## src/rtl/acc_pkg.sv

```systemverilog
// acc_pkg: shared sizing, FSM encoding and in-flight tag layout for the cube sequencer
package acc_pkg;

    localparam int ACC_DEPTH = 16;
    localparam int ACC_IW    = $clog2(ACC_DEPTH);

    typedef enum logic [2:0] {
        IDLE,
        SQ_ISSUE,
        SQ_DRAIN,
        CU_ISSUE,
        CU_DRAIN
    } acc_state_t;

    // Which pass an in-flight product belongs to, i.e. where its result lands
    typedef enum logic {
        PASS_SQ,
        PASS_CU
    } acc_pass_t;

    typedef struct packed {
        logic              valid;
        acc_pass_t         pass;
        logic [ACC_IW-1:0] idx;
    } acc_tag_t;

endpackage

```

## src/rtl/acc_tag_pipe.sv

```systemverilog
// acc_tag_pipe: MUL_LAT-deep delay line that tracks each issued multiply until its product returns
module acc_tag_pipe
    import acc_pkg::*;
#(
    parameter int MUL_LAT = 3
) (
    input  logic     clk,
    input  logic     rst,
    input  acc_tag_t tag_in,
    output acc_tag_t tag_out
);

    acc_tag_t stage [MUL_LAT];

    // Shift the issue tag one stage per cycle; reset drops everything in flight
    always_ff @(posedge clk or posedge rst) begin
        if (rst) begin
            for (int i = 0; i < MUL_LAT; i++) stage[i] <= '0;
        end else begin
            stage[0] <= tag_in;
            for (int i = 1; i < MUL_LAT; i++) stage[i] <= stage[i-1];
        end
    end

    assign tag_out = stage[MUL_LAT-1];

endmodule

```

## src/rtl/acc_seq_ctrl.sv

```systemverilog
// acc_seq_ctrl: host-loaded float32 buffer cubed in place via two passes through an external multiplier
module acc_seq_ctrl
    import acc_pkg::*;
#(
    parameter int DEPTH   = ACC_DEPTH,
    parameter int MUL_LAT = 3
) (
    input  logic        clk,
    input  logic        rst,
    input  logic        wen,
    input  logic        start,
    input  logic [31:0] addr,
    input  logic [31:0] din,
    output logic [31:0] dout,
    output logic        bsy,
    output logic        mul_valid,
    output logic [31:0] mul_a,
    output logic [31:0] mul_b,
    input  logic [31:0] mul_res
);

    logic [31:0]       buf_q [DEPTH];
    logic [31:0]       sq_q  [DEPTH];
    acc_state_t        state;
    logic [ACC_IW-1:0] idx;
    logic [ACC_IW-1:0] widx;
    logic              host_ok;
    logic              host_wr;
    logic              issuing;
    logic              idx_last;
    logic              drain_last;
    acc_tag_t          tag_in;
    acc_tag_t          tag_out;
    logic              unused_addr_lsb;

    assign widx            = addr[5:2];
    assign host_ok         = (addr[31:6] == '0) && (int'(widx) < DEPTH);
    assign host_wr         = wen && !bsy && host_ok;
    assign issuing         = (state == SQ_ISSUE) || (state == CU_ISSUE);
    assign idx_last        = idx == ACC_IW'(DEPTH - 1);
    assign drain_last      = idx == ACC_IW'(MUL_LAT - 1);
    assign unused_addr_lsb = ^addr[1:0];

    assign tag_in = '{valid: issuing, pass: (state == CU_ISSUE) ? PASS_CU : PASS_SQ, idx: idx};

    acc_tag_pipe #(.MUL_LAT(MUL_LAT)) u_tag_pipe (
        .clk     (clk),
        .rst     (rst),
        .tag_in  (tag_in),
        .tag_out (tag_out)
    );

    // Storage: host writes only while idle, products land where their tag says
    always_ff @(posedge clk) begin
        if (host_wr) buf_q[widx] <= din;
        if (tag_out.valid && tag_out.pass == PASS_SQ) sq_q[tag_out.idx] <= mul_res;
        if (tag_out.valid && tag_out.pass == PASS_CU) buf_q[tag_out.idx] <= mul_res;
    end

    // Host read port, one cycle behind the address; out-of-window reads return zero
    always_ff @(posedge clk or posedge rst) begin
        if (rst) dout <= '0;
        else     dout <= host_ok ? buf_q[widx] : '0;
    end

    // Sequencer: square pass, drain, cube pass, drain; idx counts entries or drain cycles
    always_ff @(posedge clk or posedge rst) begin
        if (rst) begin
            state     <= IDLE;
            idx       <= '0;
            bsy       <= 1'b0;
            mul_valid <= 1'b0;
            mul_a     <= '0;
            mul_b     <= '0;
        end else begin
            case (state)
                IDLE: begin
                    mul_valid <= 1'b0;
                    idx       <= '0;
                    if (start) begin
                        state <= SQ_ISSUE;
                        bsy   <= 1'b1;
                    end
                end
                SQ_ISSUE: begin
                    mul_valid <= 1'b1;
                    mul_a     <= buf_q[idx];
                    mul_b     <= buf_q[idx];
                    idx       <= idx_last ? '0 : idx + 1'b1;
                    if (idx_last) state <= SQ_DRAIN;
                end
                SQ_DRAIN: begin
                    mul_valid <= 1'b0;
                    idx       <= drain_last ? '0 : idx + 1'b1;
                    if (drain_last) state <= CU_ISSUE;
                end
                CU_ISSUE: begin
                    mul_valid <= 1'b1;
                    mul_a     <= sq_q[idx];
                    mul_b     <= buf_q[idx];
                    idx       <= idx_last ? '0 : idx + 1'b1;
                    if (idx_last) state <= CU_DRAIN;
                end
                CU_DRAIN: begin
                    mul_valid <= 1'b0;
                    idx       <= drain_last ? '0 : idx + 1'b1;
                    if (drain_last) begin
                        state <= IDLE;
                        bsy   <= 1'b0;
                    end
                end
                default: begin
                    state     <= IDLE;
                    idx       <= '0;
                    bsy       <= 1'b0;
                    mul_valid <= 1'b0;
                end
            endcase
        end
    end

endmodule

```

## config.mk

```make
export PLATFORM = sky130hd
export DESIGN_NAME = acc_seq_ctrl
export DESIGN_NICKNAME = d
export VERILOG_FILES = /design/src/rtl/acc_pkg.sv /design/src/rtl/acc_tag_pipe.sv /design/src/rtl/acc_seq_ctrl.sv
export SDC_FILE = /design/constraint.sdc
export NUM_CORES = 2
export LEC_CHECK = 0
export ABC_AREA = 1
export CORE_MARGIN = 3
export CORE_UTILIZATION = 30
export CTS_CLUSTER_SIZE = 30
export DETAILED_ROUTE_END_ITERATION = 8
export PLACE_DENSITY_LB_ADDON = 0.05
export SLEW_MARGIN = 20
export SYNTH_ARGS = -nofsm -noshare
export SYNTH_HDL_FRONTEND = slang
export SYNTH_SLANG_ARGS = --single-unit
```

## constraint.sdc

```tcl
create_clock -name clk -period 10.1 [get_ports clk]
set_input_delay 1.01 -clock clk [delete_from_list [all_inputs] [get_ports clk]]
set_output_delay 1.01 -clock clk [all_outputs]
set_load 0.02 [all_outputs]
```

Yosys cells after proc, flatten, opt, wreduce, memory -nomap -nowiden
Memory sizes are Yosys's and may differ from the RTL's.
Cells that the tools add are included.
{"block": "totals", "ff_bits": 123, "mem_bits_rw": 1024, "input_bits": 100, "out_inout_bits": 98, "elab_cells": 68, "memories": 2}
{"name": "buf_q", "words": 16, "word_bits": 32, "read_ports": 2, "rd_clocked_by_memory_dff": 0, "write_ports": 2, "line": "acc_seq_ctrl.sv:22", "text": "logic [31:0] buf_q [DEPTH];"}
{"name": "sq_q", "words": 16, "word_bits": 32, "read_ports": 1, "rd_clocked_by_memory_dff": 0, "write_ports": 1, "line": "acc_seq_ctrl.sv:23", "text": "logic [31:0] sq_q [DEPTH];"}
{"block": "classes", "n_addsub": 1, "eq_ne": 11, "n_mux": 22, "n_bitwise": 2, "n_reduce_logical": 14}
{"cell": "$pmux W32 S2", "n": 1}
{"cell": "$mux W32", "n": 1}
{"cell": "$logic_not A26 Y1", "n": 1}
{"cell": "$mux W3", "n": 5}
{"cell": "$pmux W3 S5", "n": 1}
{"cell": "$mux W1", "n": 10}
{"cell": "$ne A2 B2 Y1 const B", "n": 5}
{"cell": "$mux W4", "n": 2}
{"cell": "$pmux W4 S2", "n": 1}
{"cell": "$eq A3 B2 Y1 const B", "n": 2}
{"cell": "$reduce_and A5 Y1", "n": 1}
{"cell": "$add A4 B1 Y4 const B", "n": 1}
{"cell": "$eq A4 B2 Y1 const B", "n": 1}
{"cell": "$eq A4 B4 Y1 const B", "n": 1}
{"cell": "$logic_and A1 B1 Y1", "n": 4}
{"cell": "$reduce_or A2 Y1", "n": 2}
{"cell": "$eq A3 B1 Y1 const B", "n": 1}
{"cell": "$eq A3 B3 Y1 const B", "n": 1}
{"cell": "$logic_not A3 Y1", "n": 1}
{"cell": "$pmux W1 S3", "n": 1}
{"cell": "$reduce_and A3 Y1", "n": 1}
{"cell": "$reduce_or A3 Y1", "n": 1}
{"cell": "$not A1 Y1", "n": 2}
{"cell": "$reduce_bool A2 Y1", "n": 1}
{"cell": "2 further kinds", "n": 2}

Depth between registers and ports, before layout
{"block": "logic_depth", "ltp_word": 5, "ltp_mapped": 13, "mapped_depth_nobuf": 9}

Cells and area by module
Synthesis repeated with hierarchy kept, for this count alone.
{"block": "hier_totals", "cells_unflattened": 6143, "area_unflattened_um2": 56391.6}
{"module": "acc_seq_ctrl", "n_inst": 1, "cells_per_inst": 6118, "area_each_um2": 55892.4, "seq_area_each_um2": 33377.0}
{"module": "acc_tag_pipe", "n_inst": 1, "cells_per_inst": 25, "area_each_um2": 499.2, "seq_area_each_um2": 450.4}

Least setup slack after synthesis
OpenSTA, ideal clock, no wires.
{"block": "synth_timing", "path_type": "flip-flop to flip-flop", "startpoint": "register u_tag_pipe.stage, in the netlist u_tag_pipe.tag_out[4]", "endpoint": "memory sq_q[1][0], enable pin", "setup_ps": 501, "arrival_ps": 3808, "t_required_ps": 9599, "setup_slack_ps": 5791, "path_stages_with_launch": 5, "n_path_buf": 1, "period_less_slack_ps": 4309, "path_cell_list": "dfrtp_1 inv_1 nand2_1 clkbuf_1 nor4_1"}
{"block": "synth_via", "elab_chain_len": 4}
{"item": "start, declared", "line": "acc_tag_pipe.sv:13", "text": "acc_tag_t stage [MUL_LAT];"}
{"item": "$not A1 Y1", "line": "acc_seq_ctrl.sv:56", "text": "if (tag_out.valid && tag_out.pass == PASS_SQ) sq_q[tag_out.idx] <= mul_res;"}
{"item": "$logic_and A1 B1 Y1", "line": "acc_seq_ctrl.sv:56"}
{"item": "$mux W1", "line": "acc_seq_ctrl.sv:56"}
{"item": "$mux W1 (implied by the code)", "line": "acc_seq_ctrl.sv:56"}
{"item": "end, declared", "line": "acc_seq_ctrl.sv:23"}
No other way between the ends.

Worst setup path in the final report
{"block": "layout_timing", "startpoint": "register idx[1]", "endpoint": "register mul_b[10]"}
{"block": "layout_via", "elab_chain_len": 1}
{"item": "start, declared", "line": "acc_seq_ctrl.sv:25", "text": "logic [ACC_IW-1:0] idx;"}
{"item": "start signal, assigned", "line": "acc_seq_ctrl.sv:89", "text": "idx <= idx_last ? '0 : idx + 1'b1;"}
{"item": "start signal, assigned", "line": "acc_seq_ctrl.sv:94", "text": "idx <= drain_last ? '0 : idx + 1'b1;"}
{"item": "start signal, assigned", "line": "acc_seq_ctrl.sv:101", "text": "idx <= idx_last ? '0 : idx + 1'b1;"}
{"item": "$mem_v2 Z16 W32"}
{"item": "end signal, assigned", "line": "acc_seq_ctrl.sv:88", "text": "mul_b <= buf_q[idx];"}
{"item": "end signal, assigned", "line": "acc_seq_ctrl.sv:100", "text": "mul_b <= buf_q[idx];"}
{"item": "end, declared", "line": "acc_seq_ctrl.sv:18", "text": "output logic [31:0] mul_b,"}
No other way between the ends.
A chain may end at the register's enable or synchronous reset.

==> impl_metrics.yaml <==
status:
  status: "finished, final reports clean"
finish:
  area_growth_syn_to_layout_pct: 15.2
  drive_above_1_share_pct: 6.28
  seqCellArea_mm2: 0.0338
  final_common_cell: "nand2_1"
  final_net_count: 6231
  final_cell_mix: "1820 x nand2_1, 1024 x edfxtp_1, 679 x o21ai_0"
  fill_cells: 18700
  multiInputGateArea_mm2: 0.0182
yosys:
  synthFlopType: "edfxtp_1"
  synth_top_cells_by_area: "edfxtp_1 55%, nand2_1 12%, o21ai_0 6.1%"
  yosysSeqAreaShare_pct: 60.3
  synth_area_mm2: 0.0561
  synthArstFlopShare_pct: 10.6
  synth_top_area_share_pct: 54.8
  yosysWarningCount: 0
  synth_top_area_cell: "edfxtp_1"
  avgSynthCellArea_um2: 9.06
  syn_inst: 6189
  synth_cell_types: 36
  ys_seq_elements: 1146
  synth_edf_count: 1024
  synth_nets: 6292
timing:
  finClkSkew_ns: 0.0231
  max_freq_mhz: 241
  setup_viol: 0
  tns_ns: 0
  tightest_slew_ns: 1.06
  rsz0062_at_grt: "no"
  finalWorstSetupSlack_ns: 5.95
  finalCritPeriodShare_pct: 41.1
  hold_viol: 0
  final_max_slew_viol_count: 0
  period_needed_ns: 4.15
  max_slew_margin_pct: 29.6
power_and_ir_drop:
  leakage_nw: 25.8
  power_density_mw_per_mm2: 251
  irDropWorstVdd_uv: 167
cts:
  postCtsSetupRepairBufs: 0
  cts-root-buf: "clkbuf_16"
  h-tree-depth: 4
  ctsHoldBuffers: 0
  cts_buffers: 145
  insertion_delay_ns: 0.79
  cts_sinks: 1146
  cts_resized: 0
  tritoncts: "done"
  clkTransAtPathRegs_ns: 0.06
  clock_path_buffers: 3
setup_path:
  crit_required_ns: 10.81
  startpoint_type: "flop"
  reg2reg_slack_ns: 5.95
  crit_fanout: 112
  r2r_end: "mul_b[10]"
  cp.arrival_ns: 4.86
  ff2ff_path_depth: 8
  endpoint_kind: "flop"
  critPathKind: "reg -> reg"
  r2r_start: "idx[1]"
place:
  gp_congestion: 0.784
  io_buffers: 195
  dp_hpwl_um: 124000
  dp_slack_ns: 5.25
worst_hold_path:
  worstHoldPathCells: 0
  min-delay-start: "u_tag_pipe.stage[12]"
  hold_path.class: "reg -> reg"
  holdPathEnd: "u_tag_pipe.stage[6]"
die:
  initial_core_util_pct: 30.2
  fp.dieH_um: 438
  die_w_um: 438
  io_pins: 198
  rows: 158
  core_mm2: 0.186
  dieArea_mm2: 0.192
grt:
  grt_pass1_wl_um: 322000
  antenna_found_initial: 12
  gr-total-overflow: 0
  grt_max_degree: 159
  grt_pass1_vias: 42900
  grt_util_all_layers_pct: 23.5
job:
  drv_cap: 0
drt:
  drt_first_pass_iters: 6
  route.antenna.remaining_nets: 0
  vias_per_cell: 5.04
  first_iter_violations: 3675
  drt_wl_total_um: 229000
  drc: 0
  vias: 44000
  routedWlPerCell_um: 26.2
power breakdown:
part | leakage (nW) | switching [W] | internal, W | total (W)
sequential | 10.8 | 0.000281 | 0.00562 | 0.00591
combinational | 12.9 | 0.00381 | 0.00143 | 0.00524
clock | 2.23 | 0.00213 | 0.00296 | 0.00509
kinds of logic after synthesis:
| logic type | count (synthesis) | share of synthesized area (%) |
|---|---|---|
| AOI/OAI and AO/OA | 1046 | 10.3 |
| xor gates and xnor gates | 1 | 0.0156 |
| adders and majority gates | 3 | 0.0669 |
| buffers and inverters | 1050 | 7.92 |
| DFF | 1146 | 60.3 |
| and+or+nand+nor | 2943 | 21.4 |
how the worst max path moves through the flow:
stage	from	to	slack (ns)
final	idx[1]	mul_b[10]	5.95
after global routing	idx[0]	mul_b[11]	5.77
after CTS	idx[0]	mul_b[23]	5.92
after detailed placement	addr[2]	dout[19]	5.25
after global placement	addr[2]	dout[19]	5.27
after floorplan	u_tag_pipe.tag_out[4]	sq_q[1][0]	5.79
registers in the layout, indices dropped and copies added, names as in the netlist:
name,flops
u_tag_pipe.tag_out,6
mul_valid,1
mul_b,32
dout,32
sq_q,512
bsy,1
state,3
buf_q,512
idx,4
u_tag_pipe.stage,11
mul_a,32
per-layer routing:
layer / up-vias / track usage, % / routed length (um)
met1: 21400 / 31.8 / 103000
met5: - / 0 / 13
li1: 20700 / - / -
met3: 409 / 3.00 / 11400
met4: 2 / 8.14 / 7950
met2: 1372 / 38.5 / 107000
synthesized netlist by cell type, types with 2 or more instances:
cell and instances:
nand4_1 16, a22oi_1 3, o21ai_1 72, o22ai_1 190
edfxtp_1 1024, o211ai_1 68, nor4_1 7, or2_2 9
nor3_1 11, buf_6 21, nor2b_1 23, buf_4 21
nand3_1 637, nor2_1 393, ha_1 3, inv_1 531
buf_2 195, nor2_2 5, inv_4 2, nand2_1 1836
dfrtp_1 122, buf_1 63, inv_2 6, clkbuf_1 209
o21ai_0 679, nand2_2 3, o2111ai_1 31
worst max-delay path: stages, from the launching register on:
cell and delay (ns):
dfrtp_4 0.65, clkinv_8 0.57, buf_4 0.86, buf_4 0.78, nand3_1 0.17, nand3_1 0.13, nand3_1 0.12, nand3_1 0.49
nor2b_1 0.21
metrics by stage:
stage,area [um^2],std cells,hold WS [ns],total power [W],utilization (%)
after floorplan,56100,6189,0.331,0.00916,-
after global placement,60000,8461,0.332,0.0113,32.3
after detailed placement,60000,8461,0.335,0.0113,32.3
after CTS,64600,8721,0.345,0.0165,34.8
after global routing,64600,8721,0.352,0.0171,34.8
final,64600,8726,0.346,0.0162,34.8
layout make-up:
cell class / instances / area share, %
clock inverters: 50 / 0.683
inverters: 539 / 3.20
clock buffers: 210 / 6.37
diodes: 5 / 0.0194
repair buffers: 303 / 4.37
multi-input cells: 3993 / 28.2
well taps: 2480 / 4.80
flip-flops and latches: 1146 / 52.3
No activity file was read; power rests on OpenSTA's default activity.
